$ cat src/rtl/hpdcache_arb_mux.sv
// N-input arbitrated mux with valid/ready handshakes, multi-beat grant locking
// and a one-entry registered output stage carrying payload, last flag and one-hot source.
module hpdcache_arb_mux #(
    parameter int unsigned NINPUT     = 2,
    parameter int unsigned DATA_WIDTH = 64,
    parameter bit          RR_ARB     = 1'b1
) (
    input  logic                                 clk_i,
    input  logic                                 rst_ni,
    input  logic [NINPUT-1:0]                    req_valid_i,
    output logic [NINPUT-1:0]                    req_ready_o,
    input  logic [NINPUT-1:0][DATA_WIDTH-1:0]    req_data_i,
    input  logic [NINPUT-1:0]                    req_last_i,
    output logic                                 out_valid_o,
    input  logic                                 out_ready_i,
    output logic [DATA_WIDTH-1:0]                out_data_o,
    output logic                                 out_last_o,
    output logic [NINPUT-1:0]                    out_sel_o
);

    localparam int unsigned PW = (NINPUT > 1) ? $clog2(NINPUT) : 1;

    logic [PW-1:0]     ptr;
    logic [PW-1:0]     lock_idx;
    logic              lock;
    logic [PW-1:0]     winner;
    logic [PW-1:0]     ptr_next;
    logic [PW-1:0]     scan_idx;
    logic              found;
    logic              load_en;
    logic              accept;
    logic [NINPUT-1:0] cand;
    logic [NINPUT-1:0] lock_mask;
    logic [NINPUT-1:0] win_onehot;
    int unsigned       scan;

    always_comb begin
        lock_mask  = '0;
        win_onehot = '0;
        found      = 1'b0;
        winner     = '0;
        scan       = 0;
        scan_idx   = '0;

        for (int unsigned i = 0; i < NINPUT; i++) begin
            lock_mask[i] = (lock_idx == PW'(i));
        end
        cand = lock ? (req_valid_i & lock_mask) : req_valid_i;

        // Rotating scan starts at ptr; fixed priority always starts at 0.
        // The wrap is done at NINPUT, not at 2^PW.
        for (int unsigned i = 0; i < NINPUT; i++) begin
            scan = i;
            if (RR_ARB) scan = i + 32'(ptr);
            if (scan >= NINPUT) scan = scan - NINPUT;
            scan_idx = PW'(scan);
            if (!found && cand[scan_idx]) begin
                found  = 1'b1;
                winner = scan_idx;
            end
        end

        load_en = !out_valid_o || out_ready_i;
        accept  = load_en && found;
        if (found) win_onehot[winner] = 1'b1;
        req_ready_o = accept ? win_onehot : '0;
        ptr_next    = (winner == PW'(NINPUT - 1)) ? '0 : winner + 1'b1;
    end

    always_ff @(posedge clk_i or negedge rst_ni) begin
        if (!rst_ni) begin
            out_valid_o <= 1'b0;
            out_data_o  <= '0;
            out_last_o  <= 1'b0;
            out_sel_o   <= '0;
            ptr         <= '0;
            lock        <= 1'b0;
            lock_idx    <= '0;
        end else if (load_en) begin
            if (accept) begin
                out_valid_o <= 1'b1;
                out_data_o  <= req_data_i[winner];
                out_last_o  <= req_last_i[winner];
                out_sel_o   <= win_onehot;
                if (req_last_i[winner]) begin
                    lock <= 1'b0;
                    // Only completed transfers advance fairness.
                    if (RR_ARB) ptr <= ptr_next;
                end else begin
                    lock     <= 1'b1;
                    lock_idx <= winner;
                end
            end else begin
                out_valid_o <= 1'b0;
            end
        end
    end

endmodule

$ cat config.mk
export PLATFORM = sky130hd
export DESIGN_NAME = hpdcache_arb_mux
export DESIGN_NICKNAME = d
export VERILOG_FILES = /design/src/rtl/hpdcache_arb_mux.sv
export SDC_FILE = /design/constraint.sdc
export NUM_CORES = 1
export LEC_CHECK = 0
export ABC_AREA = 1
export ABC_CLOCK_PERIOD_IN_PS = 1740
export CAP_MARGIN = 5
export CORE_AREA = 3 3 98 100
export CTS_CLUSTER_DIAMETER = 60
export CTS_CLUSTER_SIZE = 20
export DETAILED_ROUTE_END_ITERATION = 16
export DIE_AREA = 0 0 101 103
export PLACE_DENSITY = 0.79
export SYNTH_ARGS = -nofsm -noshare
export SYNTH_HDL_FRONTEND = slang
export SYNTH_SLANG_ARGS = --single-unit
$ cat constraint.sdc
create_clock -name clk_i -period 1.74 [get_ports clk_i]
set_input_delay 0.348 -clock clk_i [delete_from_list [all_inputs] [get_ports clk_i]]
set_output_delay 0.348 -clock clk_i [all_outputs]
set_load 0.02 [all_outputs]
Word-level counts from Yosys, hierarchy flattened
Cells that the tools add are included.
{"block": "word_totals", "reg_bits": 71, "latch_bits": 0, "ram_bits": 0, "rom_bits": 0, "in_bits": 135, "output_inout_bits": 70, "word_cells": 51, "n_memories": 0}
{"block": "op_classes", "n_addsub": 4, "multipliers": 0, "div_mod_pow": 0, "order_cmp": 6, "eq_ne": 0, "n_shift": 0, "mux": 22, "bitwise_logic": 3, "reduce_logical": 9}
{"operator": "$mux 64", "n": 2}
{"operator": "$mux 1", "n": 16}
{"operator": "$lt 1x2->1 const B", "n": 3}
{"operator": "$mux 2", "n": 3}
{"operator": "$reduce_and 3->1", "n": 2}
{"operator": "$logic_and 1x1->1", "n": 3}
{"operator": "$add 1x1->2 const A", "n": 1}
{"operator": "$and 2x2->2", "n": 1}
{"operator": "$ge 1x2->1 const B", "n": 1}
{"operator": "$ge 2x2->1 const B", "n": 1}
{"operator": "$logic_not 1->1", "n": 2}
{"operator": "$not 1->1", "n": 2}
{"operator": "$reduce_and 2->1", "n": 1}
{"operator": "$sub 1x1->1 const B", "n": 2}
{"operator": "$add 1x1->1 const B", "n": 1}
{"operator": "$demux 1 s1", "n": 1}
{"operator": "$ge 1x1->1 const B", "n": 1}
{"operator": "$logic_or 1x1->1", "n": 1}

Longest topological paths before layout
Gate-level depths: netlist (run 1).
{"block": "depth", "ltp_word": 15, "ltp_mapped": 10, "depth_no_buf": 9}

Worst setup path after synthesis (run 1)
OpenSTA, ideal clock, no wires.
{"block": "synth_path", "path_kind": "reg-to-output", "from": "reg out_valid_o", "to": "out req_ready_o[0]", "arrival_ns": 1.103, "required_ns": 1.392, "path_slack_ns": 0.289, "path_stages_with_launch": 7, "path_buffers": 1, "path_cell_list": "dfrtp_1 -> inv_1 -> nor2_2 -> inv_1 -> nand2_2 -> nor2_4 -> buf_2"}
{"block": "synth_via", "elab_chain_len": 4}
{"item": "from (decl)", "line_no": "14", "text": "output logic out_valid_o,"}
{"item": "from (signal assigned)", "line_no": "72", "text": "out_valid_o <= 1'b0;"}
{"item": "from (signal assigned)", "line_no": "81", "text": "out_valid_o <= 1'b1;"}
{"item": "from (signal assigned)", "line_no": "94", "text": "out_valid_o <= 1'b0;"}
{"item": "$logic_not 1->1", "line_no": "63", "text": "load_en = !out_valid_o || out_ready_i;"}
{"item": "$logic_or 1x1->1", "line_no": "63"}
{"item": "$logic_and 1x1->1", "line_no": "64", "text": "accept = load_en && found;"}
{"item": "$mux 2", "line_no": "66", "text": "req_ready_o = accept ? win_onehot : '0;"}
{"item": "to (decl)", "line_no": "11", "text": "output logic [NINPUT-1:0] req_ready_o,"}
Every way passes these cells.

Worst setup path in the final report (run 1)
{"block": "layout_path", "from": "reg lock", "to": "out req_ready_o[0]"}
{"block": "layout_via", "elab_chain_len": 13, "elab_cells_between_ends": 19, "classes_between": "order compare (2); mux (13); reduce/logical (4)"}
{"item": "from (decl)", "line_no": "25", "text": "logic lock;"}
{"item": "from (signal assigned)", "line_no": "77", "text": "lock <= 1'b0;"}
{"item": "from (signal assigned)", "line_no": "86", "text": "lock <= 1'b0;"}
{"item": "from (signal assigned)", "line_no": "90", "text": "lock <= 1'b1;"}
{"item": "$mux 2 (*)", "line_no": "48", "text": "cand = lock ? (req_valid_i & lock_mask) : req_valid_i;"}
{"item": "$mux 1 (not written as such) (2 in series)", "line_no": "57", "text": "if (!found && cand[scan_idx]) begin"}
{"item": "$mux 1", "line_no": "57"}
{"item": "$logic_not 1->1", "line_no": "57"}
{"item": "$logic_and 1x1->1", "line_no": "57"}
{"item": "$mux 1", "line_no": "57"}
{"item": "$lt 1x2->1 (not written as such) / $ge 1x1->1 (equally long branches)", "line_no": "65", "text": "if (found) win_onehot[winner] = 1'b1;"}
{"item": "$logic_and 1x1->1 (not written as such)", "line_no": "65"}
{"item": "$mux 1 (not written as such)", "line_no": "65"}
{"item": "$demux 1 s1", "line_no": "65"}
{"item": "$mux 2", "line_no": "65"}
{"item": "$mux 2 (*)", "line_no": "66"}
Mark *: on every way between the ends. The rest lies on a longest branch, timed or not. The select of a mux whose other input is x is not followed.

==> impl_metrics.yaml, run 1 <==
status:
  outcome: "complete, no violations"
pwr:
  power_density_nw_per_um2: 1660
  p_seq_share_pct: 32.4
  peakVddDrop_v: 0.000709
  finalPower_mw: 9.09
  p_leak_nw: 2.49
  swShare_pct: 40.7
  power_frac_comb_pct: 54.3
  p_int_mw: 5.39
  p_switching_mw: 3.70
  pwr-share-clk_pct: 13.3
timing:
  setup_viol: 0
  tightest_slew_ns: 0.503
  setup_ws_ns: 0.0488
  fmax_ghz: 0.591
  period_minus_slack_ns: 1.69
  hold_viol: 0
  drv_slew: 0
  rsz0062_at_grt: "true"
  hold_ws_ns: 0.0357
  finalClockSkew_ns: 0.0102
  fin_crit_sh_pct: 97.2
  relSlewSlack_pct: 66.5
clocking:
  cts_max_level: 3
  cts_num_sinks: 71
  numCtsBuffers: 9
  clk_pin_slew_ns: 0.07
  clk_latency_ns: 0.33
  cts_root_buf: "clkbuf_8"
  clockBufferDepth: 2
  cts_tree: "yes"
logic_synthesis:
  syn_nets: 520
  yosys_warnings: 0
  synthCells: 385
  ys_types: 16
  synth_area_sq_um: 3130
  syn_avg_cell_area_sq_um: 8.13
  ys_seq_area_share_pct: 56.7
  ys_ff_latch: 71
place:
  post_dp_cell_area_sq_um: 5230
  portBuffers: 204
  place_ws_ns: -0.431
  gp_congestion: 0.775
  hpwl_microns: 7480
finish:
  drive_above_1_share_pct: 6.41
  diodes: 0
  areaGrowthSynthToFinish_pct: 74.8
  register_area_sq_um: 1780
  multi_input_area_sq_um: 1210
  n_fill_cell: 747
  final_nets: 724
  mostFrequentLayoutCell: "nand2_1"
  final_cell_mix: "nand2_1, clkdlybuf4s50_1, dfrtp_1"
  final_area_sq_um: 5470
critical_path:
  r2r_start: "lock_idx"
  worstPathMaxFanout: 4
  crit_type: "flop to output port"
  worstPathArrival_ns: 1.34
  end_kind: "output port"
  startpoint_type: "flop"
  cp.required_ns: 1.39
  crit_start: "lock"
routing:
  ant_nets: 0
  drtPass1Iterations: 4
  drt_wl_total_microns: 10200
  avgViaCountPerCell: 4.79
  drt-initial-drc-count: 99
  drc_errors: 0
  vias: 3360
  wl_per_cell_microns: 14.5
global_routing:
  antenna_found_initial: 0
  grt_pass1_vias: 3282
  gr-total-overflow: 0
  grt_max_degree: 72
  grt_pass1_wl_microns: 15500
  gr-usage-all-layers_pct: 18.9
floorplan:
  fp.dieH_microns: 103
  ios: 205
  design.die.area_sq_um: 10400
  die_w_microns: 101
  start_util_pct: 35.7
  rows: 34
  core-area_sq_um: 8760
hold_path:
  holdCritPathClass: "input pin to asynchronous set/reset pin"
run:
  maxCapViolations: 0
worst max-delay path, cell delays in order, from the launching register on:
cell	delay, ns
dfrtp_2	0.44
nand2_2	0.10
nand2_1	0.07
nand2_1	0.09
nand2_2	0.08
nor2_4	0.11
buf_6	0.12
final timing paths:
check,end,slack [ns],depth (start not counted)
hold reg to reg,out_sel_o[0],0.49,2
setup / recovery,req_ready_o[0],0.05,6
max in group asynchronous,out_data_o[41],1.39,2
min in group clk_i,out_sel_o[0],0.49,2
setup reg to reg,out_data_o[1],0.11,7
hold / removal,out_data_o[11],0.04,2
synth_stat cells:
cell / count / area share, %
a21oi_2: 1 / 0.28
buf_2: 6 / 0.96
buf_4: 8 / 1.9
buf_6: 3 / 1.1
clkbuf_1: 4 / 0.48
dfrtp_1: 71 / 57
inv_1: 7 / 0.84
inv_2: 1 / 0.12
nand2_1: 204 / 24
nand2_2: 2 / 0.40
nand3_1: 67 / 11
nor2_1: 5 / 0.60
nor2_2: 1 / 0.20
nor2_4: 2 / 0.72
nor2b_1: 1 / 0.20
o21ai_0: 2 / 0.32
flip-flops by register name, summed over array words and instances, names as in the netlist:
register and count:
lock_idx 1, out_sel_o 2, lock 1, out_data_o 64, out_valid_o 1, out_last_o 1
ptr 1
power by group through the flow:
stage / clock network [mW] / logic [mW] / registers (mW)
5_1_grt: 1.32 / 5.32 / 3.06
3_3_place_gp: 0 / 4.79 / 2.93
4_1_cts: 1.27 / 4.89 / 2.94
3_5_place_dp: 0 / 4.89 / 2.95
2_1_floorplan: 0 / 1.57 / 3.91
6_report: 1.21 / 4.94 / 2.95
final cells by class:
cell class	count	area share (%)
clock buffer	10	2.33
clock inverter	5	0.914
inverter	8	0.549
multi-input combinational	285	22.0
sequential	71	32.5
tap	108	2.47
timing repair buffer	214	39.2
kinds of logic after synthesis:
logic type,Yosys count,synth area share (%)
and+or+nand+nor,282,37.3
DFF,71,56.7
buffers and inverters,29,5.39
AOI/OAI and AO/OA,3,0.599
layer usage:
metal | wire, microns | global-route usage [%] | vias up
li1 | - | - | 1612
met1 | 4060 | 22.6 | 1594
met2 | 5130 | 33.1 | 139
met3 | 805 | 4.67 | 15
met4 | 180 | 7.16 | 0
met5 | 0 | 0 | -
stage by stage:
step / setup TNS (ns) / utilization (%) / cells
3_3_place_gp: -23.14 / 59.7 / 683
3_5_place_dp: -26.19 / 59.7 / 683
4_1_cts: -0.290 / 61.7 / 698
6_report: 0 / 62.5 / 701
2_1_floorplan: 0 / - / 385
5_1_grt: -0.0874 / 62.5 / 701
timing repair:
action,4_1_cts,5_1_grt
hold buffers,0,0
endpoints found under the setup margin,55,68
setup buffers,0,3
gates resized for setup,10,14
pin swaps,1,4
Power figures use the tool's default switching activity.
==> run 2: changes to the inputs <==
CORE_AREA = 4 4 99 101   (was 3 3 98 100)
DIE_AREA = 0 0 103 105   (was 0 0 101 103)
RECOVER_POWER = 100   (was unset)
==> run 2 against run 1 <==
Register-to-register slack hardly changed. Flip-flop and latch count unchanged. Sequential share of layout area about the same. Cell area hardly changed. Combinational power fell by 0.8%. Utilization shrank 1.8 points. Hold slack improved by 0.16 ns. Clock skew rose by 0.0035 ns. Sequential power about the same. Global-route usage shrank 1.1 points. Setup slack worse by 0.022 ns. Critical path depth unchanged. Largest cell class unchanged.
==> impl_metrics.yaml, run 2 (synthesis results as in run 1) <==
pwr:
  peakVddDrop_v: 0.000795
  power_density_nw_per_um2: 1660
  finalPower_mw: 9.05
  p_leak_nw: 2.48
critical_path:
  crit_start: "req_valid_i[0]"
  r2r_cells: 8
  worstPathMaxFanout: 3
  end_kind: "output port"
  cp.required_ns: 1.39
  crit_end: "req_ready_o[0]"
  worstPathArrival_ns: 1.37
  r2r_start: "lock"
  crit_type: "input pin to output port"
  rrSetupSlack_ns: 0.12
  startpoint_type: "input pin"
  rr_endpoint: "out_data_o[4]"
clocking:
  clk_pin_slew_ns: 0.07
  cts_num_sinks: 71
  clk_latency_ns: 0.32
  hold_buffers: 0
  cts_tree: "yes"
  clockBufferDepth: 2
  cts_max_level: 3
  numCtsBuffers: 9
  cts_root_buf: "clkbuf_8"
finish:
  final_area_sq_um: 5470
  register_area_sq_um: 1780
  post-route-util_pct: 60.6
  multi_input_area_sq_um: 1200
  top_register: "out_data_o"
  final_cell_mix: "nand2_1, clkdlybuf4s50_1, dfrtp_1"
  diodes: 0
  final_nets: 726
  n_fill_cell: 786
  largest_register_ffs: 64
  drive_above_1_share_pct: 6.55
  areaGrowthSynthToFinish_pct: 74.6
  mostFrequentLayoutCell: "nand2_1"
  largestRegisters: "out_data_o (64), out_sel_o (2)"
global_routing:
  grt_use_met1_pct: 21.6
  grt_util_met2_pct: 30.2
  gr-total-overflow: 0
  grt_pass1_vias: 3336
  gr-max-usage-layer: "met2"
  gr-usage-all-layers_pct: 17.8
  antenna_found_initial: 0
  grt_pass1_wl_microns: 15500
  met3_usage_pct: 5.47
  grt_max_degree: 67
floorplan:
  ios: 205
  die_w_microns: 103
  start_util_pct: 34.7
  design.die.area_sq_um: 10800
  fp.dieH_microns: 105
  rows: 35
  core-area_sq_um: 9020
timing:
  drv_slew: 0
  fin_crit_sh_pct: 98.5
  hold_viol: 0
  fmax_ghz: 0.584
  tightest_slew_ns: 0.929
  relSlewSlack_pct: 38.1
  tns_ns: 0
  setup_viol: 0
  setup_ws_ns: 0.0269
  period_minus_slack_ns: 1.71
  finalClockSkew_ns: 0.0137
status:
  outcome: "complete, no violations"
routing:
  avgViaCountPerCell: 4.61
  drtPass1Iterations: 4
  drt_wl_total_microns: 9910
  wl_per_cell_microns: 14.0
  drc_errors: 0
  drt-initial-drc-count: 67
  ant_nets: 0
  vias: 3254
place:
  post_dp_cell_area_sq_um: 5230
  hpwl_microns: 7350
  gp_congestion: 0.752
  place_ws_ns: -0.433
  portBuffers: 204
run:
  maxCapViolations: 0
hold_path:
  holdCritPathClass: "input pin to asynchronous set/reset pin"
[run 2: power by group]
group          internal (mW)  total [mW]  switching (mW)
logic                   2.27        4.90            2.63
clock network          0.651        1.21           0.561
registers               2.48        2.94           0.461
[run 2: final cells by class]
| type | instances | share of cell area, % |
|---|---|---|
| Clock buffer | 11 | 2.40 |
| Clock inverter | 4 | 0.869 |
| Inverter | 8 | 0.549 |
| Multi-Input combinational cell | 285 | 21.9 |
| Sequential cell | 71 | 32.5 |
| Tap cell | 111 | 2.54 |
| Timing Repair Buffer | 216 | 39.2 |
[run 2: metal layers]
metal / share of wire [%] / wire [microns] / up-vias
met4: 0.76 / 75 / 0
met1: 40 / 3980 / 1495
met2: 49 / 4850 / 134
li1: - / - / 1618
met3: 10 / 998 / 7
met5: 0 / 0 / -
[run 2: what timing repair did]
item | in CTS | in global routing
endpoints found under the setup margin | 52 | 64
setup buffers | 1 | 3
gates resized for setup | 13 | 10
pin swaps | 0 | 2
[run 2: worst max-delay path: stages]
cell             delay [ns]
clkdlybuf4s50_1        0.50
nand3_2                0.12
nand2_4                0.10
inv_2                  0.05
nor2_4                 0.11
buf_6                  0.13
[run 2: worst min path at each step]
| stage | from | to | slack, ns | cells past startpoint |
|---|---|---|---|---|
| 2_1_floorplan | rst_ni | lock | 0.05 | 0 |
| 3_3_place_gp | rst_ni | out_data_o[62] | 0.41 | 2 |
| 3_5_place_dp | rst_ni | out_data_o[62] | 0.41 | 2 |
| 4_1_cts | rst_ni | out_data_o[33] | 0.05 | 2 |
| 5_1_grt | rst_ni | out_data_o[7] | 0.27 | 2 |
| 6_report | rst_ni | out_data_o[7] | 0.20 | 2 |
[run 2: per-stage QoR]
step | hold slack, ns | instances
after floorplan | 0.0524 | 385
after global placement | 0.409 | 687
after detailed placement | 0.413 | 687
after CTS | 0.0463 | 703
after global routing | 0.270 | 706
final | 0.200 | 706
==> run 3: changes to the inputs <==
--- a/config.mk
+++ b/config.mk
@@ -8,5 +8,5 @@
 export ABC_AREA = 1
 export ABC_CLOCK_PERIOD_IN_PS = 1740
-export CAP_MARGIN = 5
+export CAP_MARGIN = 10
 export CORE_AREA = 4 4 99 101
 export CTS_CLUSTER_DIAMETER = 60
==> constraint.sdc (replaced) <==
create_clock -name clk_i -period 1.74 [get_ports clk_i]
set_input_delay 0.435 -clock clk_i [delete_from_list [all_inputs] [get_ports clk_i]]
set_output_delay 0.435 -clock clk_i [all_outputs]
set_load 0.02 [all_outputs]
==> run 3 against run 2 <==
The flow now finishes with violations (negative setup slack). Maximum frequency down 5.5%. Global-route usage up 0.52 points. Final cell count down 0.14%. Via count up 2.6%. Combinational power down 10%. Total power down 5.0%. Critical path type is now flop to output port. Register-to-register slack worse by 0.08 ns. Hold slack better by 0.10 ns. Non-clock buffer count down 2. Largest power group unchanged.
==> impl_metrics.yaml, run 3 (synthesis results as in run 1) <==
status:
  outcome: "complete, but fails checks"
  failed_checks: "negative setup slack"
timing:
  relSlewSlack_pct: 39.2
  finalClockSkew_ns: 0.0165
  hold_ws_ns: 0.302
  period_minus_slack_ns: 1.81
  tns_ns: -0.117
  tightest_slew_ns: 0.911
  hold_viol: 0
  setup_viol: 2
  setup_ws_ns: -0.0730
  drv_slew: 0
  fmax_ghz: 0.552
  fin_crit_sh_pct: 104
  rsz0062_at_grt: "true"
place:
  gp_congestion: 0.754
  dp_cells: 685
  post_dp_cell_area_sq_um: 5210
  hpwl_microns: 7410
  place_ws_ns: -0.642
  portBuffers: 204
critical_path:
  path_common_cell: "nand2_2"
  worstPathMaxFanout: 4
  max_stage_delay_ns: 0.44
  cp.required_ns: 1.30
  worstPathArrival_ns: 1.38
  r2r_cells: 9
  path_depth: 6
  end_kind: "output port"
  startpoint_type: "flop"
  cp_slowest_cell: "dfrtp_1"
  path_delay_family: "simple AND/OR/NAND/NOR gates"
  worstPathBufferInverterCount: 1
  crit_chain: "nand2_2 > nand2_2 > nand2_2 > nand2_4 > nor2_4 > buf_6"
  rrSetupSlack_ns: 0.04
  crit_type: "flop to output port"
finish:
  diodes: 0
  largest_register_ffs: 64
  final_nets: 724
  final_cells: 705
  post-route-util_pct: 59.8
  top_register: "out_data_o"
  largestRegisters: "out_data_o (64), out_sel_o (2)"
  final_cell_mix: "nand2_1, clkdlybuf4s50_1, dfrtp_1"
  areaGrowthSynthToFinish_pct: 72.2
  drive_above_1_share_pct: 6.73
  mostFrequentLayoutCell: "nand2_1"
  final_area_sq_um: 5390
global_routing:
  grt_pass1_wl_microns: 15700
  grt_pass1_vias: 3302
  grt_max_degree: 70
  gr-total-overflow: 0
  antenna_found_initial: 0
  gr-usage-all-layers_pct: 18.3
run:
  maxCapViolations: 0
clocking:
  numCtsBuffers: 9
  hold_buffers: 0
  cts_max_level: 3
  clk_pin_slew_ns: 0.08
  cts_num_sinks: 71
  clockBufferDepth: 2
  clk_latency_ns: 0.34
  cts_root_buf: "clkbuf_8"
  cts_tree: "yes"
floorplan:
  fp.dieH_microns: 105
  design.die.area_sq_um: 10800
  rows: 35
  ios: 205
  start_util_pct: 34.7
  die_w_microns: 103
  core-area_sq_um: 9020
routing:
  ant_nets: 0
  avgViaCountPerCell: 4.74
  drt_wl_total_microns: 10200
  drc_errors: 0
  vias: 3339
  drt-initial-drc-count: 91
  wl_per_cell_microns: 14.5
  drtPass1Iterations: 4
pwr:
  finalPower_mw: 8.60
  power_density_nw_per_um2: 1590
  p_leak_nw: 2.58
  peakVddDrop_v: 0.000721
hold_path:
  holdCritPathClass: "input pin to asynchronous set/reset pin"
==> run 3: cell types whose count changed in the layout (fill, tap and decap cells not counted), sizes merged <==
cell	change
buf	-3
clkbuf	+4
clkdlybuf4s50	-70
clkinv	-1
clkinvlp	+2
dlygate4sd2	+68
dlymetal6s2s	-1
==> run 3: cell type report <==
class                   instances  area [sq um]
fillers                       819          3630
repair buffers                214          2030
flip-flops and latches         71          1780
multi-input cells             285          1220
clock buffers                  11           141
well taps                     111           139
clock inverters                 5          57.6
inverters                       8          32.5
==> run 3: path summary, 6_finish.rpt <==
| check | start | end |
|---|---|---|
| hold reg to reg | out_sel_o[1] | out_sel_o[1] |
| min in group clk_i | out_sel_o[1] | out_sel_o[1] |
| setup / recovery | lock | req_ready_o[0] |
| max in group asynchronous | rst_ni | out_data_o[54] |
| setup reg to reg | lock_idx | out_last_o |
| hold / removal | rst_ni | out_data_o[7] |
==> run 3: per-layer routing <==
metal / GRT usage [%] / vias to the layer above / part of all wire [%]
li1: - / 1613 / -
met1: 21.7 / 1554 / 40
met3: 5.07 / 15 / 9.3
met5: 0 / - / 0
met4: 6.94 / 0 / 1.7
met2: 31.2 / 157 / 49
==> run 3: worst reg2reg max path: cells and delay by family, from the launching register on <==
family / cells / cell delay [ns]
buffers and inverters: 3 / 0.61
AND/OR/NAND/NOR: 6 / 0.60
flip-flops: 1 / 0.42
==> run 3: timing repair <==
| action | CTS | global route |
|---|---|---|
| setup buffers | 4 | 0 |
| resized for setup | 88 | 14 |
| setup endpoints to repair | 137 | 74 |
| pin swaps | 4 | 5 |
==> run 3: power breakdown <==
part / total [mW] / leakage [nW] / internal (mW) / switching, mW
clock: 1.32 / 0.0916 / 0.699 / 0.618
sequential: 2.89 / 0.852 / 2.48 / 0.418
combinational: 4.39 / 1.64 / 1.70 / 2.69
total: 8.60 / 2.58 / 4.88 / 3.72
